===== config.mk =====
export PLATFORM = sky130hd
export DESIGN_NAME = mem_arbiter
export DESIGN_NICKNAME = d
export VERILOG_FILES = /design/src/rtl/mem_arb_pkg.sv /design/src/rtl/rr_arbiter2.sv /design/src/rtl/mem_arbiter.sv
export SDC_FILE = /design/constraint.sdc
export NUM_CORES = 2
export LEC_CHECK = 0
export BUFFER_PORTS_ARGS = -buffer_cell sky130_fd_sc_hd__buf_2
export CORE_AREA = 2 2 640 642
export DETAILED_ROUTE_END_ITERATION = 16
export DIE_AREA = 0 0 642 644
export PLACE_DENSITY_LB_ADDON = 0.15
export SLEW_MARGIN = 20
export SYNTH_ARGS = -nofsm -noshare
export SYNTH_HDL_FRONTEND = slang
export SYNTH_SLANG_ARGS = --single-unit
export TNS_END_PERCENT = 5

===== constraint.sdc =====
create_clock -name clk_i -period 2.1 [get_ports clk_i]
set_clock_uncertainty 0.2 [all_clocks]
set_input_delay 0.42 -clock clk_i [delete_from_list [all_inputs] [get_ports clk_i]]
set_output_delay 0.42 -clock clk_i [all_outputs]
set_load 0.02 [all_outputs]

===== src/rtl/mem_arb_pkg.sv =====
// Shared types and constants for the two-port cache-line memory arbiter.
package mem_arb_pkg;

   typedef enum logic [1:0] {
      IDLE = 2'd0,
      BUSY = 2'd1,
      RESP = 2'd2
   } state_t;

   localparam logic PORT_I = 1'b0;
   localparam logic PORT_D = 1'b1;

   localparam int unsigned DEF_DATA_W = 256;
   localparam int unsigned DEF_ADDR_W = 32;

   // Watchdog counter width; a zero limit still needs one bit of storage.
   function automatic int unsigned cnt_width(input int unsigned limit);
      return (limit == 0) ? 1 : $clog2(limit + 1);
   endfunction

endpackage


===== src/rtl/rr_arbiter2.sv =====
// Combinational two-way grant: single requester wins, ties go to port 1
// under fixed priority, otherwise to the port that was not granted last.
module rr_arbiter2 import mem_arb_pkg::*; #(
   parameter int unsigned FIXED_PRIO = 0
) (
   input  logic [1:0] req,
   input  logic       last_grant,
   output logic       valid,
   output logic       grant
);

   always_comb begin
      valid = |req;
      grant = PORT_I;
      case (req)
         2'b01:   grant = PORT_I;
         2'b10:   grant = PORT_D;
         2'b11:   grant = (FIXED_PRIO != 0) ? PORT_D : ~last_grant;
         default: grant = PORT_I;
      endcase
   end

endmodule


===== src/rtl/mem_arbiter.sv =====
// Serialises icache (port 0) and dcache (port 1) line transactions onto one
// memory port; all outputs registered, with a sticky watchdog on BUSY.
module mem_arbiter import mem_arb_pkg::*; #(
   parameter int unsigned DATA_W     = DEF_DATA_W,
   parameter int unsigned ADDR_W     = DEF_ADDR_W,
   parameter int unsigned FIXED_PRIO = 0,
   parameter int unsigned TIMEOUT    = 1024
) (
   input  logic              clk_i,
   input  logic              rst_i,
   input  logic              p0_enable_i,
   input  logic              p0_write_i,
   input  logic [ADDR_W-1:0] p0_addr_i,
   input  logic [DATA_W-1:0] p0_data_i,
   output logic [DATA_W-1:0] p0_data_o,
   output logic              p0_ack_o,
   input  logic              p1_enable_i,
   input  logic              p1_write_i,
   input  logic [ADDR_W-1:0] p1_addr_i,
   input  logic [DATA_W-1:0] p1_data_i,
   output logic [DATA_W-1:0] p1_data_o,
   output logic              p1_ack_o,
   input  logic [DATA_W-1:0] mem_data_i,
   input  logic              mem_ack_i,
   output logic [DATA_W-1:0] mem_data_o,
   output logic [ADDR_W-1:0] mem_addr_o,
   output logic              mem_enable_o,
   output logic              mem_write_o,
   output logic              busy_o,
   output logic              err_o
);

   localparam int unsigned      CNT_W   = cnt_width(TIMEOUT);
   localparam logic [CNT_W-1:0] CNT_MAX = CNT_W'(TIMEOUT);

   state_t            state, state_nxt;
   logic              owner, owner_nxt;
   logic              last_grant, last_grant_nxt;
   logic [CNT_W-1:0]  cnt, cnt_nxt;
   logic              err_nxt, busy_nxt;
   logic              en_nxt, wr_nxt, ack0_nxt, ack1_nxt;
   logic [ADDR_W-1:0] addr_nxt;
   logic [DATA_W-1:0] wdata_nxt, d0_nxt, d1_nxt;
   logic              arb_valid, arb_grant;

   rr_arbiter2 #(.FIXED_PRIO(FIXED_PRIO)) u_arb (
      .req        ({p1_enable_i, p0_enable_i}),
      .last_grant (last_grant),
      .valid      (arb_valid),
      .grant      (arb_grant)
   );

   always_comb begin
      state_nxt      = state;
      owner_nxt      = owner;
      last_grant_nxt = last_grant;
      cnt_nxt        = cnt;
      err_nxt        = err_o;
      en_nxt         = mem_enable_o;
      wr_nxt         = mem_write_o;
      addr_nxt       = mem_addr_o;
      wdata_nxt      = mem_data_o;
      d0_nxt         = p0_data_o;
      d1_nxt         = p1_data_o;
      ack0_nxt       = 1'b0;
      ack1_nxt       = 1'b0;
      case (state)
         IDLE: begin
            if (arb_valid) begin
               state_nxt      = BUSY;
               owner_nxt      = arb_grant;
               last_grant_nxt = arb_grant;
               cnt_nxt        = '0;
               en_nxt         = 1'b1;
               if (arb_grant == PORT_D) begin
                  addr_nxt  = p1_addr_i;
                  wdata_nxt = p1_data_i;
                  wr_nxt    = p1_write_i;
               end else begin
                  addr_nxt  = p0_addr_i;
                  wdata_nxt = p0_data_i;
                  wr_nxt    = p0_write_i;
               end
            end
         end
         BUSY: begin
            if (mem_ack_i) begin
               state_nxt = RESP;
               en_nxt    = 1'b0;
               wr_nxt    = 1'b0;
               // Only reads return data; a write leaves the owner's data_o as is.
               if (owner == PORT_D) begin
                  ack1_nxt = 1'b1;
                  if (!mem_write_o) d1_nxt = mem_data_i;
               end else begin
                  ack0_nxt = 1'b1;
                  if (!mem_write_o) d0_nxt = mem_data_i;
               end
            end else begin
               if (cnt != CNT_MAX) cnt_nxt = cnt + 1'b1;
               if ((TIMEOUT != 0) && (cnt_nxt == CNT_MAX)) err_nxt = 1'b1;
            end
         end
         RESP:    state_nxt = IDLE;
         default: state_nxt = IDLE;
      endcase
      busy_nxt = (state_nxt != IDLE);
   end

   always_ff @(posedge clk_i) begin
      if (!rst_i) begin
         state        <= IDLE;
         owner        <= PORT_I;
         last_grant   <= PORT_I;
         cnt          <= '0;
         err_o        <= 1'b0;
         busy_o       <= 1'b0;
         mem_enable_o <= 1'b0;
         mem_write_o  <= 1'b0;
         mem_addr_o   <= '0;
         mem_data_o   <= '0;
         p0_data_o    <= '0;
         p1_data_o    <= '0;
         p0_ack_o     <= 1'b0;
         p1_ack_o     <= 1'b0;
      end else begin
         state        <= state_nxt;
         owner        <= owner_nxt;
         last_grant   <= last_grant_nxt;
         cnt          <= cnt_nxt;
         err_o        <= err_nxt;
         busy_o       <= busy_nxt;
         mem_enable_o <= en_nxt;
         mem_write_o  <= wr_nxt;
         mem_addr_o   <= addr_nxt;
         mem_data_o   <= wdata_nxt;
         p0_data_o    <= d0_nxt;
         p1_data_o    <= d1_nxt;
         p0_ack_o     <= ack0_nxt;
         p1_ack_o     <= ack1_nxt;
      end
   end

endmodule


# [Yosys cells after proc, flatten, opt, wreduce, memory -nomap -nowiden]
# Index checks and enable logic that the tools add are counted.
[word_totals] ff_bits=820 elab_cells=56 ram_bits=0 rom_bits=0 n_memories=0 latch_bits=0 out_inout_bits=806
[classes] muxes=20 add_sub_neg=1 bitwise_logic=3 multipliers=0 shifts=0 n_reduce_logical=11 n_eq_ne=8 order_cmp=0 div_mod_pow=0
[ops] cell="$mux 256" count=1
[ops] cell="$mux 11" count=5
[ops] cell="$mux 32" count=1
[ops] cell="$pmux 11 s2" count=1
[ops] cell="$reduce_and 3->1" count=4
[ops] cell="$add 11x1->11 const B" count=1
[ops] cell="$eq 11x11->1 const B" count=1
[ops] cell="$ne 11x11->1 const B" count=1
[ops] cell="$reduce_and 4->1" count=2
[ops] cell="$mux 1" count=6
[ops] cell="$ne 2x2->1 const B" count=3
[ops] cell="$pmux 1 s2" count=3
[ops] cell="$eq 2x2->1 const B" count=2
[ops] cell="$mux 2" count=2
[ops] cell="$pmux 2 s2" count=1
[ops] cell="$reduce_bool 2->1" count=2
[ops] cell="$not 1->1" count=3
[ops] cell="$eq 2x1->1 const B" count=1
[ops] cell="$logic_not 2->1" count=1
[ops] cell="$reduce_and 2->1" count=1
[ops] cell="$reduce_or 2->1" count=1

# [Logic depth before layout (Yosys ltp)]
[depth] ltp_word=6 mapped_depth=8 depth_no_buf=7

# [Modules after synthesis]
# Synthesis repeated with hierarchy kept, for this count alone.
[hier_totals] cells_unflattened=3646 hier_area_um2=31139.9
[by_module_without_submodules] mod="mem_arbiter" cells_each=3644 instances=1 area_each_um2=31126.1
[by_module_without_submodules] mod="rr_arbiter2" cells_each=2 instances=1 area_each_um2=13.8

# [Worst setup path before layout]
# Ideal clock, no wire load.
[synth_path] path_type="register to register" startpoint="reg cnt[0]" endpoint="reg err_o" path_buffers=1 t_arrival_ns=1.556 setup_slack_ns=0.258 path_stages_with_launch=8 period_less_slack_ns=1.842 setup_time_ns=0.086 cell_sequence="dfxtp_1 -> ha_1 -> and2_1 -> buf_6 -> and4_4 -> xor2_2 -> o2111ai_1 -> a211oi_1"
[synth_via] elab_chain_len=6
[synth_lines] element="from (decl)" line_no="mem_arbiter.sv:39" rtl="logic [CNT_W-1:0] cnt, cnt_nxt;"
[synth_lines] element="from (signal assigned)" line_no="mem_arbiter.sv:130" rtl="cnt <= cnt_nxt;"
[synth_lines] element="$add 11x1->11 or $ne 11x11->1 (tied branches)" line_no="mem_arbiter.sv:100" rtl="if (cnt != CNT_MAX) cnt_nxt = cnt + 1'b1;"
[synth_lines] element="$mux 11 *" line_no="mem_arbiter.sv:100"
[synth_lines] element="$mux 11 *" line_no="mem_arbiter.sv:87" rtl="if (mem_ack_i) begin"
[synth_lines] element="$mux 11 *" line_no="mem_arbiter.sv:67" rtl="case (state)"
[synth_lines] element="$eq 11x11->1 *" line_no="mem_arbiter.sv:101" rtl="if ((TIMEOUT != 0) && (cnt_nxt == CNT_MAX)) err_nxt = 1'b1;"
[synth_lines] element="$reduce_and 3->1 (no source line) *"
[synth_lines] element="to (signal assigned)" line_no="mem_arbiter.sv:131" rtl="err_o <= err_nxt;"
[synth_lines] element="to (decl)" line_no="mem_arbiter.sv:30" rtl="output logic err_o"
# Every way passes the cells marked *; elsewhere a longest branch is shown, timed or not. The select of a mux whose other input is x is not followed.
# A chain may end at the register's enable or synchronous reset.

# [Final worst setup path]
[layout_path] startpoint="reg mem_write_o" endpoint="out mem_write_o"
[layout_lines] element="from (decl)" line_no="mem_arbiter.sv:28" rtl="output logic mem_write_o,"
[layout_lines] element="from (signal assigned)" line_no="mem_arbiter.sv:134" rtl="mem_write_o <= wr_nxt;"
# No word-level cell between the ends.

==> impl_metrics.tcl <==
set metrics [dict create \
    portBuffers 1644 \
    wl_mm 276.6 \
    io_pins 1645 \
    drc_errors 0 \
    crit_fanout 2 \
    cts_tree "yes" \
    async_flop_share 0 \
    p_leak_nw 25.60 \
    status "complete, no violations" \
    overflow 0 \
    drv_cap 0 \
    path_class "reg2out" \
    setup_tns_ns 0 \
    rsz0062_at_grt "yes" \
    netlist_instances 3959 \
    grt_pass1_vias 40510 \
    slew_viol_final 0 \
    core_area_um2 407500 \
    vias 38500 \
    die_area_um2 413400 \
    synth_seq_cells 820 \
    required_ns 1.48 \
    start_util 0.07582 \
    max_freq_mhz 480.2 \
    hp-class "in2reg" \
    seq_area_um2 16890 \
    dp_hpwl_mm 230.4 \
    cts_num_sinks 820 \
    final_cell_mix "1612 x nand2_1, 1258 x buf_2, 838 x dlygate4sd3_1, 591 x dfxtp_1, 522 x a21oi_1" \
    ir_drop_v 0.0006200 \
    slew_headroom 0.6771 \
    clk_path_buf_depth 4 \
    fin_crit_sh 0.9917 \
    worst_pin_slew_ns 0.4844 \
    final_antenna_net_count 0 \
    track_usage 0.1281 \
    synth.distinct_cells 47 \
    routed.top_layer "met5" \
    wl_met2_mm 149.7 \
    synth.avg_cell_area_um2 7.805 \
    grt_pass1_wl_mm 365.3 \
    post-route-util 0.1548 \
    finalCriticalPeriod_ns 2.083 \
    drt_iter0_drc 1856 \
    clk_latency_ns 0.84 \
    met3_length_mm 21.62 \
    fillCellCount 46940 \
    p_per_area_nw_per_um2 773.5 \
    multiInputGateArea_um2 12970 \
    numCtsBuffers 118 \
    cp-end-kind "output port" \
    syn_nets 4800 \
    worstPathArrival_ns 1.46 \
    drt-pass1-iter-count 6 \
    place.gp.congestion 0.8736 \
    die_h_um 644 \
    synth_flop_cell "dfxtp_1" \
    cts_max_level 3 \
    grt_max_degree 62 \
    drive_gt1_frac 0.3592 \
    clkTransAtPathRegs_ns 0.06 \
    antenna_found_initial 47 \
    num_rows 235 \
    synth_area_um2 30900 \
    synth_edf_count 0 \
    wl_met1_mm 93.96 \
    ys_seq_area_frac 0.5313 \
    die_x_um 642 \
    worst_setup_path_start_kind "register" \
    cts_root_buf "clkbuf_16" \
    hold_viol 0 \
    syn_to_final_growth_pct 104.1 \
    final_common_cell "nand2_1" \
    fin_nets 7344 \
    routed_via_density 3.189 \
    synth_warnings 0 \
    wl_per_cell_um 22.91 \
    setup_viol 0 \
]
## cell type report
class                      count  area share
multi-input combinational   2797      0.2056
tap                         5451      0.1081
clock buffer                 179     0.05633
sequential                   820      0.2678
clock inverter                34    0.007538
timing repair buffer        2762      0.3532
inverter                       4   0.0003571
antenna                       26    0.001031
## critical path: stages (launching register included)
cell and delay (ns):
dfxtp_4 0.35, buf_6 0.12, buf_12 0.13
## power by group
part           switching, mW  total [mW]  internal [mW]
Sequential             0.751        17.3           16.6
Clock                   8.52        21.2           12.7
Combinational           5.91        10.3           4.35
Total                   15.2        48.8           33.6
## kinds of logic after synthesis
family | count (synthesis) | synth area share
adder cells (fa/ha/maj) | 2 | 0.0008097
flip-flops | 820 | 0.5313
AO/OA/AOI/OAI | 840 | 0.1729
XOR/XNOR | 5 | 0.001661
buffers and inverters | 342 | 0.05268
AND/OR/NAND/NOR | 1950 | 0.2407
## per-layer routing
metal | vias to the layer above | GRT usage
met5 | - | 0
met4 | 16 | 0.04561
met3 | 308 | 0.04451
met2 | 1260 | 0.2491
met1 | 18570 | 0.1230
li1 | 18350 | -
## state kept, by name (all words and copies together) (netlist names), 2 cells and up
name and count:
p1_data_o 256, p0_data_o 256, state 2, cnt 11, mem_addr_o 32, mem_data_o 256
## what timing repair did
action,in CTS,in global routing
pin swaps,1,2
hold buffers,838,0
endpoints found under the hold margin,816,0
setup endpoints to repair,547,223
resized for setup,1057,75
gates cloned,0,1
buffers inserted,1,4
## cells in the mapped netlist (2+ instances only)
library cell     n  area share
inv_1            3     0.00036
nand3_1          6     0.00097
a31oi_1          3     0.00061
dfxtp_1        820        0.53
and2_1           7      0.0014
nand2_1       1616        0.20
a211oi_1         2     0.00049
o211a_1          2     0.00065
ha_1             2     0.00081
o21ai_0         10      0.0016
buf_2          185       0.030
nor2_1         298       0.036
buf_6            2     0.00073
or3_1            2     0.00040
and3_1           2     0.00040
buf_1            9      0.0011
nor3_1           5     0.00081
a311oi_1       291       0.082
clkbuf_1       116       0.014
xor2_1           3     0.00085
o21a_1           2     0.00049
a21oi_1        523       0.085
buf_4           26      0.0063
## worst paths after layout
kind              depth (start not counted)                   startpoint  slack [ns]                     endpoint
hold / removal                            4               mem_data_i[75]        0.17   p1_data_o[75]$_SDFFE_PN0P_
setup reg to reg                          8      last_grant$_SDFFE_PN0P_        0.09  mem_data_o[15]$_SDFFE_PN0P_
hold reg to reg                           2  p0_data_o[250]$_SDFFE_PN0P_        0.25  p0_data_o[250]$_SDFFE_PN0P_
setup / recovery                          2     mem_write_o$_SDFFE_PN0P_        0.02                  mem_write_o
## metrics by stage
step	instance area (µm²)	cells	setup WS (ns)	power (mW)	hold WS [ns]
floorplan	30900	3959	0.2581	20.88	0.2805
global placement	47340	10990	-0.2993	26.04	0.2399
detailed placement	47340	10990	-0.3034	26.02	0.2440
CTS	62720	12040	-0.1500	50.16	0.04682
global route	63050	12060	-0.09710	51.30	0.09238
finish	63080	12070	0.01733	48.79	0.1745
(Power assumes the default switching activity.)
